[config.mk]
export PLATFORM = sky130hd
export DESIGN_NAME = mdu_ctrl
export DESIGN_NICKNAME = d
export VERILOG_FILES = /design/src/rtl/mdu_ctrl.sv
export SDC_FILE = /design/constraint.sdc
export NUM_CORES = 1
export LEC_CHECK = 0
export ABC_AREA = 1
export CORE_MARGIN = 2
export CORE_UTILIZATION = 51
export DETAILED_ROUTE_END_ITERATION = 16
export PLACE_DENSITY = 0.95
export REMOVE_ABC_BUFFERS = 1
export SETUP_SLACK_MARGIN = 0.02
export SYNTH_ARGS = -nofsm -noshare
export SYNTH_HDL_FRONTEND = slang
export SYNTH_SLANG_ARGS = --single-unit
export TNS_END_PERCENT = 10
[constraint.sdc]
create_clock -name clk -period 4.9 [get_ports clk]
set_clock_uncertainty 0.05 [all_clocks]
set_input_delay 0.735 -clock clk [delete_from_list [all_inputs] [get_ports clk]]
set_output_delay 0.735 -clock clk [all_outputs]
set_load 0.03 [all_outputs]
[src/rtl/mdu_ctrl.sv]
// Sequencer and HI/LO owner for the multi-cycle MULT_DIV unit in the EX stage.
// Optional feature: define MDU_ZERO_DIV_EN to resolve divide-by-zero locally without the unit.
module mdu_ctrl #(
    parameter int unsigned MAX_CYCLES = 64,
    parameter int unsigned CNT_W      = 7
) (
    input  logic        clk,
    input  logic        rst_n,
    input  logic        issue_valid,
    input  logic [2:0]  issue_op,
    input  logic [31:0] rs_val,
    input  logic [31:0] rt_val,
    input  logic        flush,
    output logic        stall_o,
    output logic [31:0] rd_data,
    output logic        rd_valid,
    output logic        err_o,
    output logic        md_enable,
    output logic [1:0]  md_operation,
    output logic [31:0] md_value_1,
    output logic [31:0] md_value_2,
    input  logic [63:0] md_out,
    input  logic        md_in_op
);

    typedef enum logic [2:0] {
        StDrain,
        StIdle,
        StStart,
        StBusy,
        StDone
    } state_e;

    state_e             state_q, state_d;
    logic [31:0]        hi_q, hi_d;
    logic [31:0]        lo_q, lo_d;
    logic [31:0]        rd_data_q, rd_data_d;
    logic               rd_valid_q, rd_valid_d;
    logic               err_q, err_d;
    logic               md_enable_q, md_enable_d;
    logic [1:0]         md_operation_q, md_operation_d;
    logic [31:0]        md_value_1_q, md_value_1_d;
    logic [31:0]        md_value_2_q, md_value_2_d;
    logic [CNT_W-1:0]   cnt_q, cnt_d;
    logic               discard_q, discard_d;
    logic               zero_div;

`ifdef MDU_ZERO_DIV_EN
    assign zero_div = issue_op[1] & (rt_val == 32'd0);
`else
    assign zero_div = 1'b0;
`endif

    assign stall_o      = issue_valid & (state_q != StIdle);
    assign rd_data      = rd_data_q;
    assign rd_valid     = rd_valid_q;
    assign err_o        = err_q;
    assign md_enable    = md_enable_q;
    assign md_operation = md_operation_q;
    assign md_value_1   = md_value_1_q;
    assign md_value_2   = md_value_2_q;

    always_comb begin
        state_d        = state_q;
        hi_d           = hi_q;
        lo_d           = lo_q;
        rd_data_d      = rd_data_q;
        rd_valid_d     = 1'b0;
        err_d          = err_q;
        md_enable_d    = 1'b0;
        md_operation_d = md_operation_q;
        md_value_1_d   = md_value_1_q;
        md_value_2_d   = md_value_2_q;
        cnt_d          = cnt_q;
        discard_d      = discard_q;

        unique case (state_q)
            StDrain: begin
                // The unit has no reset; never issue while it may still be running.
                if (!md_in_op) begin
                    state_d = StIdle;
                end
            end
            StIdle: begin
                if (issue_valid) begin
                    if (!issue_op[2]) begin
                        if (zero_div) begin
                            hi_d = rs_val;
                            lo_d = 32'hFFFF_FFFF;
                        end else begin
                            md_value_1_d   = rs_val;
                            md_value_2_d   = rt_val;
                            md_operation_d = {issue_op[1], ~issue_op[0]};
                            md_enable_d    = 1'b1;
                            cnt_d          = '0;
                            state_d        = StStart;
                        end
                    end else begin
                        unique case (issue_op[1:0])
                            2'd0: begin
                                rd_data_d  = hi_q;
                                rd_valid_d = 1'b1;
                            end
                            2'd1: begin
                                rd_data_d  = lo_q;
                                rd_valid_d = 1'b1;
                            end
                            2'd2: hi_d = rs_val;
                            2'd3: lo_d = rs_val;
                            default: ;
                        endcase
                    end
                end
            end
            StStart: begin
                if (flush) begin
                    discard_d = 1'b1;
                end
                if (md_in_op) begin
                    cnt_d   = '0;
                    state_d = StBusy;
                end else if (cnt_q == CNT_W'(1)) begin
                    // Unit never reported busy: its result is already on md_out.
                    state_d = StDone;
                end else begin
                    cnt_d = cnt_q + CNT_W'(1);
                end
            end
            StBusy: begin
                if (flush) begin
                    discard_d = 1'b1;
                end
                if (!md_in_op) begin
                    state_d = StDone;
                end else begin
                    cnt_d = cnt_q + CNT_W'(1);
                    if (cnt_d == CNT_W'(MAX_CYCLES)) begin
                        err_d     = 1'b1;
                        discard_d = 1'b0;
                        state_d   = StDrain;
                    end
                end
            end
            StDone: begin
                if (!discard_q) begin
                    {hi_d, lo_d} = md_out;
                end
                discard_d = 1'b0;
                state_d   = StIdle;
            end
            default: state_d = StDrain;
        endcase
    end

    always_ff @(posedge clk or negedge rst_n) begin
        if (!rst_n) begin
            state_q        <= StDrain;
            hi_q           <= '0;
            lo_q           <= '0;
            rd_data_q      <= '0;
            rd_valid_q     <= 1'b0;
            err_q          <= 1'b0;
            md_enable_q    <= 1'b0;
            md_operation_q <= '0;
            md_value_1_q   <= '0;
            md_value_2_q   <= '0;
            cnt_q          <= '0;
            discard_q      <= 1'b0;
        end else begin
            state_q        <= state_d;
            hi_q           <= hi_d;
            lo_q           <= lo_d;
            rd_data_q      <= rd_data_d;
            rd_valid_q     <= rd_valid_d;
            err_q          <= err_d;
            md_enable_q    <= md_enable_d;
            md_operation_q <= md_operation_d;
            md_value_1_q   <= md_value_1_d;
            md_value_2_q   <= md_value_2_d;
            cnt_q          <= cnt_d;
            discard_q      <= discard_d;
        end
    end

endmodule

=== Yosys cells after proc, flatten, opt, wreduce, memory -nomap -nowiden ===
Cells that the tools add are included.

* Add/sub/neg operators: 1
* Equality and inequality tests: 21
* Muxes and demuxes: 36
* Bitwise logic cells: 3
* Reduce and logical (&&, ||, !) cells: 14

{| class="wikitable"
|+ Operators with widths
! cell !! count
|-
| 32-bit two-way mux || 8
|-
| 32-bit case mux with 2 select lines || 3
|-
| 7-bit two-way mux || 5
|-
| 3-bit two-way mux || 7
|-
| 7-bit case mux with 3 select lines || 1
|-
| 5-bit AND reduction || 4
|-
| 3-bit case mux with 5 select lines || 1
|-
| 2-bit inequality test (second input constant) || 6
|-
| 1-bit two-way mux || 10
|-
| 3-bit inequality test (second input constant) || 3
|-
| 7-bit by 1-bit adder with 7-bit output (second input constant) || 1
|-
| 7-bit by 1-bit == test with 1-bit output (second input constant) || 1
|-
| 7-bit == test (second input constant) || 1
|-
| 3-bit by 2-bit == test with 1-bit output (second input constant) || 2
|-
| 3-bit AND reduction || 2
|-
| 3-bit nonzero test || 2
|-
| 2-bit == test (second input constant) || 2
|-
| 2-bit by 1-bit inequality test with 1-bit output (second input constant) || 2
|-
| 4-bit AND reduction || 1
|-
| 2-bit nonzero test || 2
|-
| 3-bit by 1-bit == test with 1-bit output (second input constant) || 1
|-
| 3-bit == test (second input constant) || 1
|-
| 3-bit logical NOT || 1
|-
| 3-bit by 1-bit inequality test with 1-bit output (second input constant) || 1
|-
| other kinds (6) || 7
|}

* Register bits after elaboration: 176
* Input bits: 136
* Output and inout port bits: 102

=== Longest topological paths before layout ===
Gate-level depths: netlist of the first run.

* Depth after elaboration: 6
* Mapped depth: 11

=== Least setup slack after synthesis of the first run ===
Ideal clock, no wire load.

* Kind: input-to-reg
* Start point: input port issue_op[0]
* End point: register hi_q[0]
* Library setup time: 0.125 ns
* Arrival: 1.830 ns
* Required time: 4.725 ns
* Slack: 2.895 ns
* Stages on the path: 5
* Path buffers: 2
* Cells stage by stage: clkbuf_1 > o31ai_2 > nand3_4 > buf_6 > mux2_4

* Cells in the longest elaborated chain, start to end: 3

{| class="wikitable"
|+ Ends and longest elaborated chain
! item !! RTL line !! source
|-
| start, declared || 10 || <nowiki>input logic [2:0] issue_op,</nowiki>
|-
| 2-bit == test || 99 || <nowiki>unique case (issue_op[1:0])</nowiki>
|-
| 2-bit by 1-bit inequality test with 1-bit output (no line) || - ||
|-
| 5-bit AND reduction (no line) || - ||
|-
| end signal, assigned || 171 || <nowiki>hi_q <= hi_d;</nowiki>
|-
| end, declared || 35 || <nowiki>logic [31:0] hi_q, hi_d;</nowiki>
|}

Every way passes these cells.
A chain may end at the register's enable or synchronous reset.

=== Worst setup path after layout of the first run ===
* Start point: register state_q[0]
* End point: register lo_q[12]

* Cells in the longest elaborated chain, start to end: 3

{| class="wikitable"
|+ Ends and longest elaborated chain
! item !! RTL line !! source
|-
| start, declared || 34 || <nowiki>state_e state_q, state_d;</nowiki>
|-
| start signal, assigned || 157 || <nowiki>state_q <= StDrain;</nowiki>
|-
| start signal, assigned || 170 || <nowiki>state_q <= state_d;</nowiki>
|-
| 3-bit by 1-bit == test with 1-bit output or 3-bit == test (tied branches) || 77 || <nowiki>unique case (state_q)</nowiki>
|-
| 2-bit by 1-bit inequality test with 1-bit output (no line), or another cell as far along || - ||
|-
| 5-bit AND reduction (no line) || - ||
|-
| end signal, assigned || 172 || <nowiki>lo_q <= lo_d;</nowiki>
|-
| end, declared || 36 || <nowiki>logic [31:0] lo_q, lo_d;</nowiki>
|}

Several ways; a longest one is shown, not always the timed one.

==> flow_metrics.tcl, run 1 <==
set metrics [dict create \
    finalWeightedCongestion 0.7678 \
    drive_above_1_share 0.09279 \
    vias 6939 \
    status "finished clean" \
    synth_area_leader_cell "dfrtp_1" \
    syn_to_final_growth_pct 38.12 \
    die_area_um2 16620 \
    crit_fanout 34 \
    dr.first_iter.drc_count 431 \
    ys_seq_area_frac 0.5535 \
    cts-buffers-inserted 17 \
    synth_area_leaders "dfrtp_1 55%, nand2_1 19%, mux2_4 5.7%, mux2_2 2.7%, nand3_1 2.6%" \
    dp_hpwl_um 14390 \
    antenna_found_initial 0 \
    cts_setup_buffers 0 \
    ioPinCount 238 \
    drc_errors 0 \
    grt_pass1_vias 6919 \
    slew_viol_final 0 \
    rsz0062_at_grt "no" \
    multiInputGateArea_um2 3207 \
    arrival_ns 3.70 \
    hold_class "in -> async" \
    synthesis.area_um2 7956 \
    vias_per_cell 5.346 \
    cts_tree "built" \
    yosysTopAreaCellShare 0.5535 \
    core_area_um2 15200 \
    grt_usage 0.2618 \
    die_w_um 128.9 \
    start_util 0.5234 \
    powerDensity_nw_per_um2 658.7 \
    slowest_delay_ns 0.58 \
    wl_per_cell_um 16.42 \
    cp_slowest_cell "nor2_4" \
    grt_pass1_wl_um 34110 \
    max_freq_ghz 0.2903 \
    portBuffers 237 \
    hold_slack_ns 0.2728 \
    critPathBufInv 3 \
    nFillCells 1060 \
    p_leak_nw 5.297 \
    cp-end-kind "flop" \
    yosys_warnings 0 \
    ys_types 30 \
    peakVddDrop_mv 0.3898 \
    worst_pin_slew_ns 1.335 \
    die_h_um 128.9 \
    drv_cap 0 \
    path_delay_family "simple AND/OR/NAND/NOR gates" \
    cp.required_ns 5.16 \
    synth-seq-cells 176 \
    design_area_um2 10990 \
    diodes 0 \
    placedInstanceArea_um2 10360 \
    firstDrtPassIters 6 \
    cts_max_level 4 \
    grt-ovfl-total 0 \
    wl_um 21310 \
    criticalPathCategory "reg -> reg" \
    cts_resized 0 \
    slew_headroom 0.1077 \
    finalCritPeriodShare 0.7031 \
    antenna_left 0 \
    clkTransAtPathRegs_ns 0.07 \
    setup_viol 0 \
    row_count 45 \
    path_cells "nor2_1 > inv_1 > nor2_4 > inv_2 > nand2_2 > nand3_2 > buf_4 > mux2_2" \
    p_total_mw 7.238 \
    ctsLongestPathBuffers 2 \
    final.setup.tns_ns 0 \
    finalHoldViolCount 0 \
    fin_crit_ns 3.445 \
    cts_root_buf "clkbuf_16" \
    hold_buffers 0 \
    syn_inst 885 \
    seqCellArea_um2 4404 \
    grt_max_degree 100 \
    start_kind "flop" \
    avgSynthCellArea_um2 8.990 \
    clk_latency_ns 0.42 \
    num-nets-final 1235 \
    cts_sinks 176 \
]
state kept, by name (all words and copies together), names as in the netlist:
signal / count
cnt_q: 7
discard_q: 1
err_o: 1
hi_q: 32
lo_q: 32
md_enable: 1
md_operation: 2
md_value_1: 32
md_value_2: 32
rd_data: 32
rd_valid: 1
state_q: 3
final timing paths:
check,startpoint,end,slack (ns),cells after the start
min in group clk,lo_q[19]$_DFFE_PN0P_,lo_q[19]$_DFFE_PN0P_,0.43,1
min,rst_n,md_value_1[7]$_DFFE_PN0P_,0.27,1
max in group asynchronous,rst_n,hi_q[30]$_DFFE_PN0P_,3.56,2
max reg2reg,state_q[0]$_DFFE_PN0P_,lo_q[12]$_DFFE_PN0P_,1.45,8
max,state_q[0]$_DFFE_PN0P_,lo_q[12]$_DFFE_PN0P_,1.45,8
min reg2reg,lo_q[19]$_DFFE_PN0P_,lo_q[19]$_DFFE_PN0P_,0.43,1
cell families (layout without fill, tap and decap cells):
family,after synthesis,in the layout,synth area share
buffers and inverters,73,298,0.04513
XOR/XNOR,1,1,0.001101
adder cells (fa/ha/maj),2,2,0.003145
AO/OA/AOI/OAI,81,81,0.06259
AND/OR/NAND/NOR,503,503,0.2510
multiplexers,49,49,0.08350
flip-flops,176,176,0.5535
layout make-up:
type                            count  area share
Clock inverter                     14     0.01833
Clock buffer                       18     0.03905
Tap cell                          188     0.02141
Timing Repair Buffer              243      0.2208
Sequential cell                   176      0.4008
Multi-Input combinational cell    636      0.2918
Inverter                           23    0.007856
layout by cell type (no fill, tap or decap), types with 5 or more instances in the layout:
master	n
a31oi_1	32
clkdlybuf4s50_1	235
a21o_1	16
mux2_4	30
nand3_1	42
inv_1	18
clkbuf_16	17
nand4_1	5
a21oi_1	20
mux2_2	19
inv_6	6
nand2_1	400
buf_4	5
o21ai_0	9
inv_2	5
dfrtp_1	176
nor2_1	45
cells in the mapped netlist:
master	number
o21ai_0	9
buf_4	4
nor3_2	1
ha_1	2
nand4_1	5
buf_2	20
nand2_1	401
dfrtp_1	176
nand2_2	3
nor2_2	2
o31ai_2	1
o22ai_1	2
nand3_1	42
xor2_1	1
nand3_2	1
a31oi_1	32
buf_1	1
nor3_1	1
mux2_2	19
o21bai_1	1
inv_2	4
a21o_1	16
nand3_4	1
mux2_4	30
clkbuf_1	19
inv_1	19
nor2_1	45
a21oi_1	20
nand3b_1	1
buf_6	6
layer usage:
metal / share of wire / track usage
met1: 0.40 / 0.3205
met2: 0.50 / 0.4388
met3: 0.085 / 0.08607
met4: 0.022 / 0.08824
met5: 0 / 0
stage by stage:
stage                     cells  setup WS, ns    util
final                      1298         1.455  0.7229
after CTS                  1298         1.438  0.7229
after floorplan             835         1.148       -
after global placement     1266         1.514  0.6814
after global routing       1298         1.130  0.7229
after detailed placement   1266         1.430  0.6814
power breakdown:
part / leakage [nW] / internal (mW) / switching, mW / total, mW
sequential: 2.15 / 2.13 / 0.380 / 2.51
clock: 0.303 / 0.864 / 0.594 / 1.46
combinational: 2.85 / 1.46 / 1.80 / 3.27
total: 5.30 / 4.46 / 2.78 / 7.24
(Power assumes the default switching activity.)
==> run 2: changes to the inputs <==
--- a/config.mk
+++ b/config.mk
@@ -7,9 +7,9 @@
 export LEC_CHECK = 0
 export ABC_AREA = 1
 export CORE_MARGIN = 2
-export CORE_UTILIZATION = 51
+export CORE_UTILIZATION = 48
 export DETAILED_ROUTE_END_ITERATION = 16
-export PLACE_DENSITY = 0.95
+export PLACE_DENSITY = 0.92
 export REMOVE_ABC_BUFFERS = 1
 export SETUP_SLACK_MARGIN = 0.02
 export SYNTH_ARGS = -nofsm -noshare
==> constraint.sdc (replaced) <==
create_clock -name clk -period 3.33 [get_ports clk]
set_clock_uncertainty 0.05 [all_clocks]
set_input_delay 0.4995 -clock clk [delete_from_list [all_inputs] [get_ports clk]]
set_output_delay 0.4995 -clock clk [all_outputs]
set_load 0.03 [all_outputs]
==> run 2 against run 1 <==
First-iteration DRC count is 17% higher; non-clock buffer count is 8 higher; critical path depth unchanged; sequential cell count unchanged; utilization is 4.6 points lower; register-to-register slack lost 0.69 ns; count of clock-buffer cells in the layout increased by 3; global-route usage decreased by 1.3 points; clock power is 40% higher; worst hold slack gained 0.14 ns; routed wire length up 1.8%; combinational power increased by 48%; critical endpoint is now lo_q[13]$_DFFE_PN0P_.
==> flow_metrics.tcl, run 2 (synthesized netlist as in run 1, its figures left out) <==
set metrics [dict create \
    status "finished clean" \
    wl_per_cell_um 16.27 \
    start_util 0.4849 \
    endpoint "lo_q[13]$_DFFE_PN0P_" \
    start_kind "flop" \
    multiInputGateArea_um2 3207 \
    grt_pass1_wl_um 34600 \
    vias 6989 \
    grt_pass1_vias 6982 \
    ioPinCount 238 \
    worstReg2RegEnd "lo_q[13]$_DFFE_PN0P_" \
    antenna_found_initial 1 \
    max_freq_ghz 0.3894 \
    wl_um 21700 \
    layout.cells.non_filler 1334 \
    vias_per_cell 5.239 \
    row_count 47 \
    p_seq_frac 0.350 \
    p_total_mw 10.62 \
    nFillCells 1220 \
    dp_hpwl_um 14640 \
    power_frac_clock 0.193 \
    reg2reg_depth 8 \
    p_int_mw 6.582 \
    finalHoldViolCount 0 \
    drv_cap 0 \
    die_h_um 132.7 \
    antenna_left 0 \
    firstDrtPassIters 4 \
    die_area_um2 17620 \
    final_common_cell "nand2_1" \
    arrival_ns 2.82 \
    cts_max_level 4 \
    final_cell_mix "400 x nand2_1, 235 x clkdlybuf4s50_1, 176 x dfrtp_1" \
    grt-ovfl-total 0 \
    criticalPathCategory "reg -> reg" \
    portBuffers 237 \
    comb_power_share 0.457 \
    clk_latency_ns 0.42 \
    dr.first_iter.drc_count 503 \
    num-nets-final 1243 \
    finalCritPeriodShare 0.7712 \
    swShare 0.3801 \
    powerDensity_nw_per_um2 956.6 \
    syn_to_final_growth_pct 39.50 \
    cp.required_ns 3.58 \
    cp-end-kind "flop" \
    dp_cells 1305 \
    drc_errors 0 \
    drive_above_1_share 0.09336 \
    core_area_um2 16410 \
    cts_root_buf "clkbuf_16" \
    cts-buffers-inserted 17 \
    slew_viol_final 0 \
    grt_max_degree 66 \
    reg2reg_slack_ns 0.76 \
    cts_sinks 176 \
    rsz0062_at_grt "no" \
    worst_pin_slew_ns 0.7319 \
    setup_viol 0 \
    crit_fanout 34 \
    p_leak_nw 5.338 \
    peakVddDrop_mv 0.5319 \
    hold_class "reg -> reg" \
    ctsLongestPathBuffers 2 \
    r2r-start "state_q[0]$_DFFE_PN0P_" \
    fin_crit_ns 2.568 \
    p_sw_mw 4.036 \
    finalWeightedCongestion 0.8238 \
    diodes 0 \
    seqCellArea_um2 4404 \
    die_w_um 132.7 \
    cts_tree "built" \
    grt_usage 0.2484 \
    startpoint "state_q[0]$_DFFE_PN0P_" \
    slew_headroom 0.5114 \
    clkTransAtPathRegs_ns 0.06 \
]
## run 2: changes by cell type in the layout (fill, tap and decap cells not counted), sizes merged
cell / change
inv: -6
clkbuf: +3
dlygate4sd3: +1
clkinvlp: -1
buf: +7
## run 2: area by class of cell
class | instances | share of cell area
multi-input cells | 636 | 0.2889
inverters | 23 | 0.007778
repair buffers | 251 | 0.2287
well taps | 220 | 0.02480
clock inverters | 7 | 0.01240
flip-flops and latches | 176 | 0.3968
clock buffers | 21 | 0.04058
## run 2: power groups by stage
stage | combinational [mW] | sequential, mW | clock (mW)
floorplan | 1.81 | 4.77 | 0
global placement | 4.75 | 3.68 | 0
detailed placement | 4.87 | 3.72 | 0
CTS | 4.89 | 3.71 | 2.07
global route | 5.19 | 3.83 | 2.16
finish | 4.85 | 3.72 | 2.04
## run 2: layer usage
| metal | global-route usage | wire [µm] |
|---|---|---|
| met5 | 0 | 13 |
| met4 | 0.09498 | 439 |
| met3 | 0.06015 | 1603 |
| met2 | 0.4243 | 10760 |
| met1 | 0.3058 | 8885 |
## run 2: metrics by stage
step / TNS, ns / hold slack (ns) / area, µm² / utilization / setup WS (ns)
CTS: 0 / 0.4203 / 11100 / 0.6765 / 0.7529
global placement: 0 / 0.3914 / 10500 / 0.6401 / 0.7598
finish: 0 / 0.4155 / 11100 / 0.6765 / 0.7621
floorplan: -19.25 / 0.1539 / 7684 / - / -0.4223
global route: 0 / 0.4417 / 11100 / 0.6765 / 0.6299
detailed placement: 0 / 0.3965 / 10500 / 0.6401 / 0.6709
## run 2: worst max-delay path, cell delays in order (launching register included)
cell     delay (ns)
dfrtp_1        0.41
nor2_1         0.07
inv_1          0.10
nor2_4         0.05
inv_2          0.53
nand2_2        0.17
nand3_2        0.40
buf_12         0.27
mux2_2         0.36
## run 2: repair_timing
action | CTS | global route
buffers inserted | 0 | 0
hold buffers | 1 | 0
hold endpoints to repair | 40 | 0
resized for setup | 0 | 0
## run 2: worst min path at each step
stage | from | slack [ns] | depth (start not counted) | end
global route | lo_q[22]$_DFFE_PN0P_ | 0.44 | 1 | lo_q[22]$_DFFE_PN0P_
finish | err_o$_DFFE_PN0P_ | 0.42 | 2 | err_o$_DFFE_PN0P_
detailed placement | rst_n | 0.40 | 1 | md_enable$_DFF_PN0_
floorplan | rst_n | 0.15 | 0 | cnt_q[0]$_DFFE_PN0P_
CTS | err_o$_DFFE_PN0P_ | 0.42 | 2 | err_o$_DFFE_PN0P_
global placement | rst_n | 0.39 | 1 | md_enable$_DFF_PN0_
==> run 3: changes to the inputs <==
==> constraint.sdc (replaced) <==
create_clock -name clk -period 2.4 [get_ports clk]
set_clock_uncertainty 0.05 [all_clocks]
set_input_delay 0.36 -clock clk [delete_from_list [all_inputs] [get_ports clk]]
set_output_delay 0.36 -clock clk [all_outputs]
set_load 0.03 [all_outputs]
==> run 3 against run 2 <==
Design area barely moved; largest power group unchanged; sequential share of layout area barely moved; critical path depth fell by 2; highest routed layer is now met4; global-route usage rose by 0.71 points; cell count rose by 0.60%; largest cell class unchanged; routed wire length fell by 0.76%; register-to-register slack got worse by 0.38 ns.
==> flow_metrics.tcl, run 3 (synthesized netlist as in run 1, its figures left out) <==
set metrics [dict create \
    status "finished clean" \
    start_util 0.4849 \
    drv_cap 0 \
    ctsLongestPathBuffers 2 \
    multiInputGateArea_um2 3207 \
    die_area_um2 17620 \
    dr.first_iter.drc_count 545 \
    worstReg2RegEnd "hi_q[17]$_DFFE_PN0P_" \
    cts_setup_buffers 0 \
    clk_latency_ns 0.42 \
    setup_viol 0 \
    die_h_um 132.7 \
    worst_pin_slew_ns 0.7419 \
    cts-buffers-inserted 17 \
    final_core_utilization 0.6767 \
    ioPinCount 238 \
    syn_to_final_growth_pct 39.53 \
    portBuffers 237 \
    hold_buffers 1 \
    num-nets-final 1248 \
    antenna_found_initial 0 \
    powerDensity_nw_per_um2 1302 \
    diodes 0 \
    firstDrtPassIters 5 \
    wl_per_cell_um 16.05 \
    seqCellArea_um2 4404 \
    reg2reg_slack_ns 0.38 \
    cts_resized 0 \
    finalCritPeriodShare 0.9407 \
    cts_tree "built" \
    wl_um 21540 \
    max_freq_ghz 0.4429 \
    cts_max_level 4 \
    reg2reg_depth 8 \
    hold_class "in -> async" \
    row_count 47 \
    rsz0062_at_grt "no" \
    final_cell_mix "400 x nand2_1, 235 x clkdlybuf4s50_1, 176 x dfrtp_1" \
    startpoint "state_q[0]$_DFFE_PN0P_" \
    cts_root_buf "clkbuf_16" \
    final_common_cell "nand2_1" \
    grt_pass1_wl_um 35470 \
    dp_hpwl_um 14880 \
    endpoint "stall_o" \
    post-place-ws_ns 0.1790 \
    die_w_um 132.7 \
    clkTransAtPathRegs_ns 0.06 \
    cts_sinks 176 \
    p_leak_nw 5.333 \
    finalHoldViolCount 0 \
    slew_viol_final 0 \
    r2r-start "state_q[0]$_DFFE_PN0P_" \
    drive_above_1_share 0.1016 \
    slew_headroom 0.5054 \
    placedInstanceArea_um2 10550 \
    criticalPathCategory "reg -> out" \
    design_area_um2 11100 \
    vias 7017 \
    final.setup.tns_ns 0 \
    post-route-worst-setup-slack_ns 0.1423 \
    grt_pass1_vias 7236 \
    grt-ovfl-total 0 \
    nFillCells 1200 \
    hold_slack_ns 0.3636 \
    arrival_ns 1.85 \
    drc_errors 0 \
    core_area_um2 16410 \
    cp.required_ns 1.99 \
    grt_max_degree 69 \
    grt_usage 0.2554 \
    finalWeightedCongestion 0.8167 \
    vias_per_cell 5.229 \
    crit_fanout 4 \
    antenna_left 0 \
    cp-end-kind "primary output" \
    fin_crit_ns 2.258 \
    peakVddDrop_mv 0.7195 \
    start_kind "flop" \
]
run 3: layer usage:
layer | global-route usage | routed length, µm
met4 | 0.1045 | 639
met5 | 0 | 0
met2 | 0.4447 | 10850
met1 | 0.3004 | 8469
met3 | 0.06782 | 1574
run 3: how the worst min path moves through the flow:
stage / start / end / cells after the start / slack (ns)
finish: rst_n / md_enable$_DFF_PN0_ / 2 / 0.36
detailed placement: rst_n / md_enable$_DFF_PN0_ / 1 / 0.25
CTS: rst_n / md_operation[1]$_DFFE_PN0P_ / 2 / 0.36
global placement: rst_n / md_enable$_DFF_PN0_ / 1 / 0.25
global route: rst_n / md_operation[1]$_DFFE_PN0P_ / 2 / 0.39
floorplan: rst_n / cnt_q[0]$_DFFE_PN0P_ / 0 / 0.01
run 3: power breakdown:
part,total [mW],internal (mW),switching (mW)
clock network,2.56,1.38,1.17
registers,5.15,4.36,0.795
logic,6.75,3.05,3.70
run 3: final cells by class:
type	count	area share
inverter	23	0.007776
clock inverter	11	0.007551
sequential	176	0.3967
timing repair buffer	256	0.2332
clock buffer	20	0.04114
multi-input combinational	636	0.2889
tap	220	0.02479
run 3: stage by stage:
| step | power [mW] | std cells |
|---|---|---|
| 5_1_grt | 15.30 | 1342 |
| 2_1_floorplan | 9.126 | 835 |
| 3_5_place_dp | 11.93 | 1310 |
| 3_3_place_gp | 11.67 | 1310 |
| 6_report | 14.45 | 1342 |
| 4_1_cts | 14.54 | 1342 |
run 3: critical path, cell delays in order (launching register included):
cell and delay [ns]:
dfrtp_1 0.43, inv_2 0.08, nor2_2 0.04, nand2_2 0.10
nand2_1 0.06, inv_1 0.05, clkdlybuf4s50_1 0.66
